$ cat src/rtl/hack_fetch_unit.sv
// Instruction fetch for the HACK CPU: one outstanding ROM request, a small
// shift-register FIFO toward decode, and redirect/flush handling for taken jumps.
module hack_fetch_unit #(
  parameter logic [15:0] RESET_VECTOR = 16'h0000,
  parameter int          DEPTH        = 2
) (
  input  logic        clk,
  input  logic        reset_n,
  output logic        imem_req,
  output logic [15:0] imem_addr,
  input  logic        imem_ack,
  input  logic [15:0] imem_rdata,
  input  logic        redirect,
  input  logic [15:0] redirect_addr,
  output logic        instr_valid,
  output logic [15:0] instr,
  output logic [15:0] instr_pc,
  input  logic        instr_ready
);

  localparam int CW = $clog2(DEPTH + 1);

  typedef enum logic [1:0] {
    ST_IDLE,
    ST_WAIT,
    ST_DROP
  } state_t;

  state_t                 state_q, state_d;
  logic                   req_q, req_d;
  logic                   valid_q, valid_d;
  logic [15:0]            addr_q, addr_d;
  logic [15:0]            fetch_pc_q, fetch_pc_d;
  logic [CW-1:0]          count_q, count_d;
  logic [DEPTH-1:0][31:0] entry_q, entry_d;

  logic          pop;
  logic          push;
  logic          space;
  logic [CW-1:0] wr_idx;
  logic [15:0]   addr_inc;
  logic [15:0]   drop_tgt;

  // FIFO bookkeeping: entry 0 is always the head, so head outputs come straight from flops.
  always_comb begin
    pop      = valid_q & instr_ready;
    push     = (state_q == ST_WAIT) & imem_ack & ~redirect;
    wr_idx   = count_q - CW'(pop);
    count_d  = redirect ? '0 : (wr_idx + CW'(push));
    space    = count_d < CW'(DEPTH);
    valid_d  = (count_d != '0);
    addr_inc = addr_q + 16'd1;

    entry_d = pop ? (entry_q >> 32) : entry_q;
    for (int i = 0; i < DEPTH; i++) begin
      if (push && (wr_idx == CW'(i))) begin
        entry_d[i] = {addr_q, imem_rdata};
      end
    end
  end

  always_comb begin
    state_d    = state_q;
    addr_d     = addr_q;
    fetch_pc_d = fetch_pc_q;
    drop_tgt   = redirect ? redirect_addr : fetch_pc_q;

    case (state_q)
      ST_IDLE: begin
        if (redirect) begin
          fetch_pc_d = redirect_addr;
        end
        if (space) begin
          state_d = ST_WAIT;
          addr_d  = redirect ? redirect_addr : fetch_pc_q;
        end
      end

      ST_WAIT: begin
        if (redirect && imem_ack) begin
          // Response is thrown away; the next request goes straight to the target.
          fetch_pc_d = redirect_addr;
          addr_d     = redirect_addr;
        end else if (redirect) begin
          fetch_pc_d = redirect_addr;
          state_d    = ST_DROP;
        end else if (imem_ack) begin
          fetch_pc_d = addr_inc;
          if (space) begin
            addr_d = addr_inc;
          end else begin
            state_d = ST_IDLE;
          end
        end
      end

      ST_DROP: begin
        if (imem_ack) begin
          fetch_pc_d = drop_tgt;
          if (space) begin
            state_d = ST_WAIT;
            addr_d  = drop_tgt;
          end else begin
            state_d = ST_IDLE;
          end
        end else if (redirect) begin
          fetch_pc_d = redirect_addr;
        end
      end

      default: state_d = ST_IDLE;
    endcase

    req_d = (state_d != ST_IDLE);
  end

  always_ff @(posedge clk or negedge reset_n) begin
    if (!reset_n) begin
      state_q    <= ST_IDLE;
      req_q      <= 1'b0;
      addr_q     <= RESET_VECTOR;
      fetch_pc_q <= RESET_VECTOR;
      count_q    <= '0;
      valid_q    <= 1'b0;
      entry_q    <= '0;
    end else begin
      state_q    <= state_d;
      req_q      <= req_d;
      addr_q     <= addr_d;
      fetch_pc_q <= fetch_pc_d;
      count_q    <= count_d;
      valid_q    <= valid_d;
      entry_q    <= entry_d;
    end
  end

  assign imem_req    = req_q;
  assign imem_addr   = addr_q;
  assign instr_valid = valid_q;
  assign instr       = entry_q[0][15:0];
  assign instr_pc    = entry_q[0][31:16];

endmodule

$ cat config.mk
export PLATFORM = sky130hd
export DESIGN_NAME = hack_fetch_unit
export DESIGN_NICKNAME = d
export VERILOG_FILES = /design/src/rtl/hack_fetch_unit.sv
export SDC_FILE = /design/constraint.sdc
export NUM_CORES = 1
export LEC_CHECK = 0
export BUFFER_PORTS_ARGS = -buffer_cell sky130_fd_sc_hd__buf_2
export CAP_MARGIN = 15
export CORE_MARGIN = 2
export CORE_UTILIZATION = 30
export CTS_CLUSTER_SIZE = 24
export DETAILED_ROUTE_END_ITERATION = 8
export GPL_ROUTABILITY_DRIVEN = 0
export GPL_TIMING_DRIVEN = 0
export PLACE_DENSITY = 0.56
export RECOVER_POWER = 25
export SETUP_SLACK_MARGIN = 0.05
export SKIP_LAST_GASP = 1
export SYNTH_ARGS = -nofsm -noshare
export SYNTH_HDL_FRONTEND = slang
export SYNTH_SLANG_ARGS = --single-unit
export TNS_END_PERCENT = 10
$ cat constraint.sdc
create_clock -name clk -period 4.1 [get_ports clk]
set_input_delay 0.615 -clock clk [delete_from_list [all_inputs] [get_ports clk]]
set_output_delay 0.615 -clock clk [all_outputs]
set_load 0.03 [all_outputs]
# Word-level counts from Yosys, hierarchy flattened
# Cells that the tools add are included.
[word_totals]
input_bits = 37
regBits = 102
wordCells = 62
[classes]
muxes = 24
reduce_logical = 14
magnitude_cmp = 1
bitwise_logic = 4
add_sub_neg = 3
eq_ne = 8
[ops]
columns = ["op", "n"]
rows = [
  ["two-way mux 16 bit", 10],
  ["two-way mux 32 bit", 2],
  ["two-way mux 64 bit", 1],
  ["case mux 16 bit (3 select lines)", 1],
  ["case mux 16 bit (2 select lines)", 1],
  ["adder 16 x 1 -> 16 bit (second input constant)", 1],
  ["two-way mux 2 bit", 7],
  ["nonzero test 2 bit", 5],
  ["inequality test 3 x 2 -> 1 bit (second input constant)", 3],
  ["case mux 2 bit (3 select lines)", 1],
  ["AND reduction 5 bit", 1],
  ["== test 2 x 1 -> 1 bit (second input constant)", 2],
  ["logical NOT 2 bit", 2],
  ["inequality test 4 x 3 -> 1 bit (second input constant)", 1],
  ["AND 1 bit", 3],
  ["logical AND 1 bit", 3],
  ["nonzero test 3 bit", 1],
  ["adder 2 x 1 -> 2 bit", 1],
  ["== test 2 bit (second input constant)", 1],
  ["less-than comparator 2 bit (second input constant)", 1],
  ["inequality test 2 bit (second input constant)", 1],
  ["AND reduction 2 bit", 1],
  ["OR reduction 2 bit", 1],
  ["subtractor 2 x 1 -> 2 bit", 1],
  ["other kinds (2)", 2],
]

# Longest topological paths before layout
[logic_depth]
ltp_word = 12
depth_mapped = 13

# Least setup slack after synthesis
# Ideal clock, no wire load.
[synth_timing]
kind = "input port to flip-flop"
from = "input instr_ready"
to = "register addr_q[15], in the netlist imem_addr[15]"
path_stages = 12
setup_slack_ns = 1.106
t_arrival_ns = 2.883
setup_ns = 0.111
n_path_buf = 3
cell_sequence = "nand2_1 -> buf_2 -> clkbuf_1 -> inv_1 -> ha_1 -> inv_1 -> ha_1 -> nor2b_1 -> mux2_4 -> or2_4 -> buf_6 -> a222oi_1"
[synth_via]
elab_chain_len = 8
[synth_lines]
columns = ["element", "line_no", "rtl"]
rows = [
  ["from (decl)", "18", "input logic instr_ready"],
  ["AND 1 bit (*)", "46", "pop = valid_q & instr_ready;"],
  ["subtractor 2 x 1 -> 2 bit (*)", "48", "wr_idx = count_q - CW'(pop);"],
  ["adder 2 x 1 -> 2 bit (*)", "49", "count_d = redirect ? '0 : (wr_idx + CW'(push));"],
  ["two-way mux 2 bit (*)", "49", ""],
  ["net count_d[1]", "34", "logic [CW-1:0] count_q, count_d;"],
  ["less-than comparator 2 bit (*)", "50", "space = count_d < CW'(DEPTH);"],
  ["two-way mux 16 bit (2 in a row)", "n/a", ""],
  ["case mux 16 bit (3 select lines)", "n/a", ""],
  ["to (signal assigned)", "129", "addr_q <= addr_d;"],
  ["to (decl)", "32", "logic [15:0] addr_q, addr_d;"],
]
# Mark *: on every way through the listed nets, which the timed path passes. The rest lies on a longest branch. The select of a mux whose other input is x is not followed.
# A chain may end at the register's enable or synchronous reset.

# Worst setup path after layout
[layout_timing]
from = "register valid_q, in the netlist instr_valid"
to = "register addr_q[15], in the netlist imem_addr[15]"
[layout_via]
elab_chain_len = 8
[layout_lines]
columns = ["element", "line_no", "rtl"]
rows = [
  ["from (decl)", "31", "logic valid_q, valid_d;"],
  ["from (signal assigned)", "132", "valid_q <= valid_d;"],
  ["AND 1 bit (*)", "46", ""],
  ["subtractor 2 x 1 -> 2 bit (*)", "48", ""],
  ["adder 2 x 1 -> 2 bit (*)", "49", ""],
  ["two-way mux 2 bit (*)", "49", ""],
  ["net count_d[1]", "34", ""],
  ["less-than comparator 2 bit (*)", "50", ""],
  ["two-way mux 16 bit (2 in a row)", "n/a", ""],
  ["case mux 16 bit (3 select lines)", "n/a", ""],
]
# Marks and branches as above.

==> run summary <==
The run finished, with violations left. The checks that failed: capacitance limit, slew limit. The tools report the overall track demand over capacity in global routing as 15.9%.

The number of nets in the synthesized netlist is 641. The analysis attributes to cell leakage a power of 3.10 nW. The adder-cell share of the synthesized area came out at 0.695%. In this run the cell area of the synthesized design comes to 0.00540 mm².

Among all flip-flop cells after synthesis, the most frequent one is sky130_fd_sc_hd__dfrtp_1. The mean routed wirelength per cell works out to 16.1 µm. The die outline area came out at 0.0191 mm².

The total power density per cell area works out to 767 mW/mm². Main combinational cell family by area after synthesis: compound AO/OA/AOI/OAI gates. The port buffer count is 85.

The run gives 4,338 as the via count of the first global-routing pass. The total count of hold-check failures in the final report was 0. Summing the areas of all xor and xnor instances in the mapped netlist gives 2.27% of the synthesized area. Number of setup violations in the final report: 0. In this run the remaining antenna-violating nets after routing total 0. The synthesized netlist devotes 16.5% of its cell area to simple gates.

The worst-case IR drop observed on VDD is 0.277 mV. The endpoint identified for the worst register-to-register timing path is imem_addr[15]. The proportion of register bits with asynchronous set or reset after synthesis was 100%. The tools report the startpoint type of the worst setup path as a flop. The required time reported for the critical path endpoint was 4270 ps.

The area growth from synthesis to layout is 18.9%. Timing would allow up to 288 MHz. Global routing finished with a remaining overflow of 0.

The max-cap violation count came out at 1. The first detailed-routing pass took 5 iterations. The core outline area was 0.0178 mm²; the total number of yosys warnings was 0. The setup skew after layout came out at 13.6 ps.

Using the TritonRoute via totals, the vias-per-cell ratio works out to 4.94. Data on the critical path arrives at its endpoint at 3640 ps. The initial antenna violation count came out at 0. The startpoint identified for the worst register-to-register timing path is instr_valid. From bottom edge to top edge, the die measures 138 µm. Measured in cells, the most critical reg-to-reg path has a length of 11. The worst-case headroom to the max-slew limit is -71.5%.

In this run the worst setup path begins at instr_valid. In this run the register-to-register setup slack is 630 ps. The routed layout has 4,604 vias. The total power consumption of the routed design came out at 4.93 mW. The area share of the largest cell type after synthesis was 47.3%. Type of the worst setup path: reg2reg. The largest net degree at the start of global routing was 59; the shortest period the worst path allows was 3470 ps.

The share of the yosys chip area belonging to registers is 47.3%. The cell accounting for the most synthesized area was sky130_fd_sc_hd__dfrtp_1. Setup repair after global routing left no endpoint under its margin. Category of the worst setup path capture point: a flop. For the total wire length after detailed routing, the log shows 15.0 mm. The fraction of layout cells with a size suffix above 1 was 24.5%; the clock-pin slew on the worst setup and hold paths was 80 ps. The logs give 0 for the number of inserted diodes and 412 for the detailed router's first-iteration violation count. Library cell used as clock root buffer: sky130_fd_sc_hd__clkbuf_16.

The first global-routing pass estimated 24.2 mm of wire. The number of buffers inserted by post-CTS setup repair is 0. The run gives 0 as the post-route DRC violation count. The die span in x is 138 µm, and the clock insertion delay at the later pin of the skew report is 360 ps. Worst-margin pin slew: 2570 ps.

Summing the areas of all compound-gate instances in the mapped netlist gives 17.0% of the synthesized area. For this design, the CTS-stage hold fixing added 0 buffers. After synthesis, the cell types taking the most area are sky130_fd_sc_hd__dfrtp_1, sky130_fd_sc_hd__nand2_1, sky130_fd_sc_hd__o21ai_0. The longest clock path from root to sink contains 2 buffers.

The cell count after synthesis came out at 601. Following the worst setup path forward leads to its endpoint at imem_addr[15]. The HPWL after detailed placement is 10.6 mm, and the number of enable-type register cells in the synthesized netlist is 0. The final critical path takes up 84.6% of the cycle. The mux contribution to synthesized area is 7.39%. The synthesized area divided by synthesized cell count is 8.98 µm². For this run, the post-layout net count is 738. For this design the top-level I/O count stands at 87. TritonCTS built the clock tree.

Gates resized during post-CTS repair numbered 0. The clock net in this run drives a total of 102 sinks. CTS built an H-tree with a depth of 3. After routing, the total negative slack on setup checks comes to 0 ps. The site row count came out at 49. The run gives 45 as the number of pins with negative max-slew slack in the final report.

The initial utilization of the core area, before any placement, comes to 30.4%. The tools report the total clock buffers created by CTS as 9. For the post-synthesis cell type count, the log shows 57.

The class of the tightest hold or removal check is in2reg. Count of state elements after synthesis: 102. In this run the worst path has a maximum fanout of 10.
[cell usage after synthesis (2+ instances only)]
cell type	n
sky130_fd_sc_hd__ha_1	3
sky130_fd_sc_hd__nor2_1	24
sky130_fd_sc_hd__clkbuf_1	16
sky130_fd_sc_hd__nand2_1	133
sky130_fd_sc_hd__nor3_2	2
sky130_fd_sc_hd__mux2_2	3
sky130_fd_sc_hd__and2_1	3
sky130_fd_sc_hd__mux2i_1	35
sky130_fd_sc_hd__o221ai_1	4
sky130_fd_sc_hd__a31oi_1	4
sky130_fd_sc_hd__o22ai_1	5
sky130_fd_sc_hd__o211ai_1	6
sky130_fd_sc_hd__a22oi_1	8
sky130_fd_sc_hd__a21o_1	2
sky130_fd_sc_hd__nand3_1	10
sky130_fd_sc_hd__a21boi_0	2
sky130_fd_sc_hd__inv_1	8
sky130_fd_sc_hd__dfrtp_1	102
sky130_fd_sc_hd__a21oi_1	15
sky130_fd_sc_hd__buf_4	34
sky130_fd_sc_hd__a211oi_1	4
sky130_fd_sc_hd__buf_2	23
sky130_fd_sc_hd__nor2b_1	4
sky130_fd_sc_hd__nor3_1	3
sky130_fd_sc_hd__o21ai_0	85
sky130_fd_sc_hd__nand4_1	6
sky130_fd_sc_hd__xor2_1	6
sky130_fd_sc_hd__xnor2_1	8
sky130_fd_sc_hd__and4_1	2
sky130_fd_sc_hd__o21ai_1	6
sky130_fd_sc_hd__o31ai_1	5
sky130_fd_sc_hd__or3_1	5
[routing by layer]
layer,GRT usage (%),up-vias,part of all wire (%)
met1,22.8,2201,49
met5,0,-,0
met4,5.59,0,1.6
met2,24.5,138,45
li1,-,2247,-
met3,2.67,18,4.9
[cell families (layout without fill, tap and decap cells)]
| family | count (synthesis) | count (layout) |
|---|---|---|
| adders and majority gates | 3 | 3 |
| xor gates and xnor gates | 14 | 14 |
| and+or+nand+nor | 203 | 203 |
| AOI/OAI and AO/OA | 156 | 156 |
| muxes | 39 | 39 |
| buffers and inverters | 84 | 186 |
| DFF | 102 | 102 |
[cell type report]
class                      count  area [µm²]
tap                          229         287
fill                        1841       11400
inverter                       9        33.8
clock buffer                   9         225
multi-input combinational    415        2370
timing repair buffer          86         452
sequential                   102        2550
buffer                        75         447
clock inverter                 7        56.3
[how the worst min path moves through the flow]
stage | start | end | cells past startpoint
CTS | reset_n | instr[12] | 1
global route | imem_rdata[10] | entry_q[42] | 3
finish | imem_rdata[7] | instr[7] | 3
detailed placement | fetch_pc_q[15] | fetch_pc_q[15] | 2
floorplan | reset_n | count_q[0] | 0
global placement | fetch_pc_q[15] | fetch_pc_q[15] | 2
[stage by stage]
step                      hold WS, ps  instances  area [µm²]  util, %  setup slack (ps)
after global placement            501        915        6110     34.4               393
after detailed placement          493        916        6140     34.5               375
final                             474        932        6420     36.1               630
after global routing              479        932        6420     36.1               413
after floorplan                   319        601        5400        -              1110
after CTS                         275        932        6420     36.1               692
[flip-flops by register name, summed over array words and instances, names as in the netlist]
| register | count |
|---|---|
| count_q | 2 |
| entry_q | 32 |
| fetch_pc_q | 16 |
| imem_addr | 16 |
| imem_req | 1 |
| instr | 16 |
| instr_pc | 16 |
| instr_valid | 1 |
| state_q | 2 |
[critical path: stages, from the launching register on]
cell,delay (ps)
sky130_fd_sc_hd__dfrtp_1,380
sky130_fd_sc_hd__nand2_1,110
sky130_fd_sc_hd__buf_2,290
sky130_fd_sc_hd__clkbuf_1,420
sky130_fd_sc_hd__inv_1,90
sky130_fd_sc_hd__ha_1,320
sky130_fd_sc_hd__inv_1,70
sky130_fd_sc_hd__ha_1,200
sky130_fd_sc_hd__nor2b_1,130
sky130_fd_sc_hd__mux2_4,320
sky130_fd_sc_hd__a211oi_1,740
sky130_fd_sc_hd__a222oi_1,220
[report_power, final]
part / leakage, nW / internal (mW) / total (mW) / switching, mW
sequential: 1.31 / 1.44 / 1.73 / 0.287
clock: 0.137 / 0.420 / 0.848 / 0.427
combinational: 1.66 / 0.873 / 2.35 / 1.48
total: 3.10 / 2.74 / 4.93 / 2.19
[cells in the final DEF, fill, tap and decap left out, types with 4 or more instances in the layout]
cell type	instances
sky130_fd_sc_hd__o21ai_0	85
sky130_fd_sc_hd__clkbuf_1	17
sky130_fd_sc_hd__a211oi_1	4
sky130_fd_sc_hd__or3_1	5
sky130_fd_sc_hd__a21oi_1	15
sky130_fd_sc_hd__o31ai_1	5
sky130_fd_sc_hd__buf_2	107
sky130_fd_sc_hd__xnor2_1	8
sky130_fd_sc_hd__nand4_1	6
sky130_fd_sc_hd__a22oi_1	8
sky130_fd_sc_hd__nand2_1	133
sky130_fd_sc_hd__buf_4	34
sky130_fd_sc_hd__mux2i_1	35
sky130_fd_sc_hd__xor2_1	6
sky130_fd_sc_hd__nor2_1	24
sky130_fd_sc_hd__nor2b_1	4
sky130_fd_sc_hd__nand3_1	10
sky130_fd_sc_hd__dfrtp_1	102
sky130_fd_sc_hd__o22ai_1	5
sky130_fd_sc_hd__o21ai_1	6
sky130_fd_sc_hd__o211ai_1	6
sky130_fd_sc_hd__clkbuf_16	9
sky130_fd_sc_hd__a31oi_1	4
sky130_fd_sc_hd__o221ai_1	4
sky130_fd_sc_hd__inv_1	8
Power figures use the tool's default switching activity.
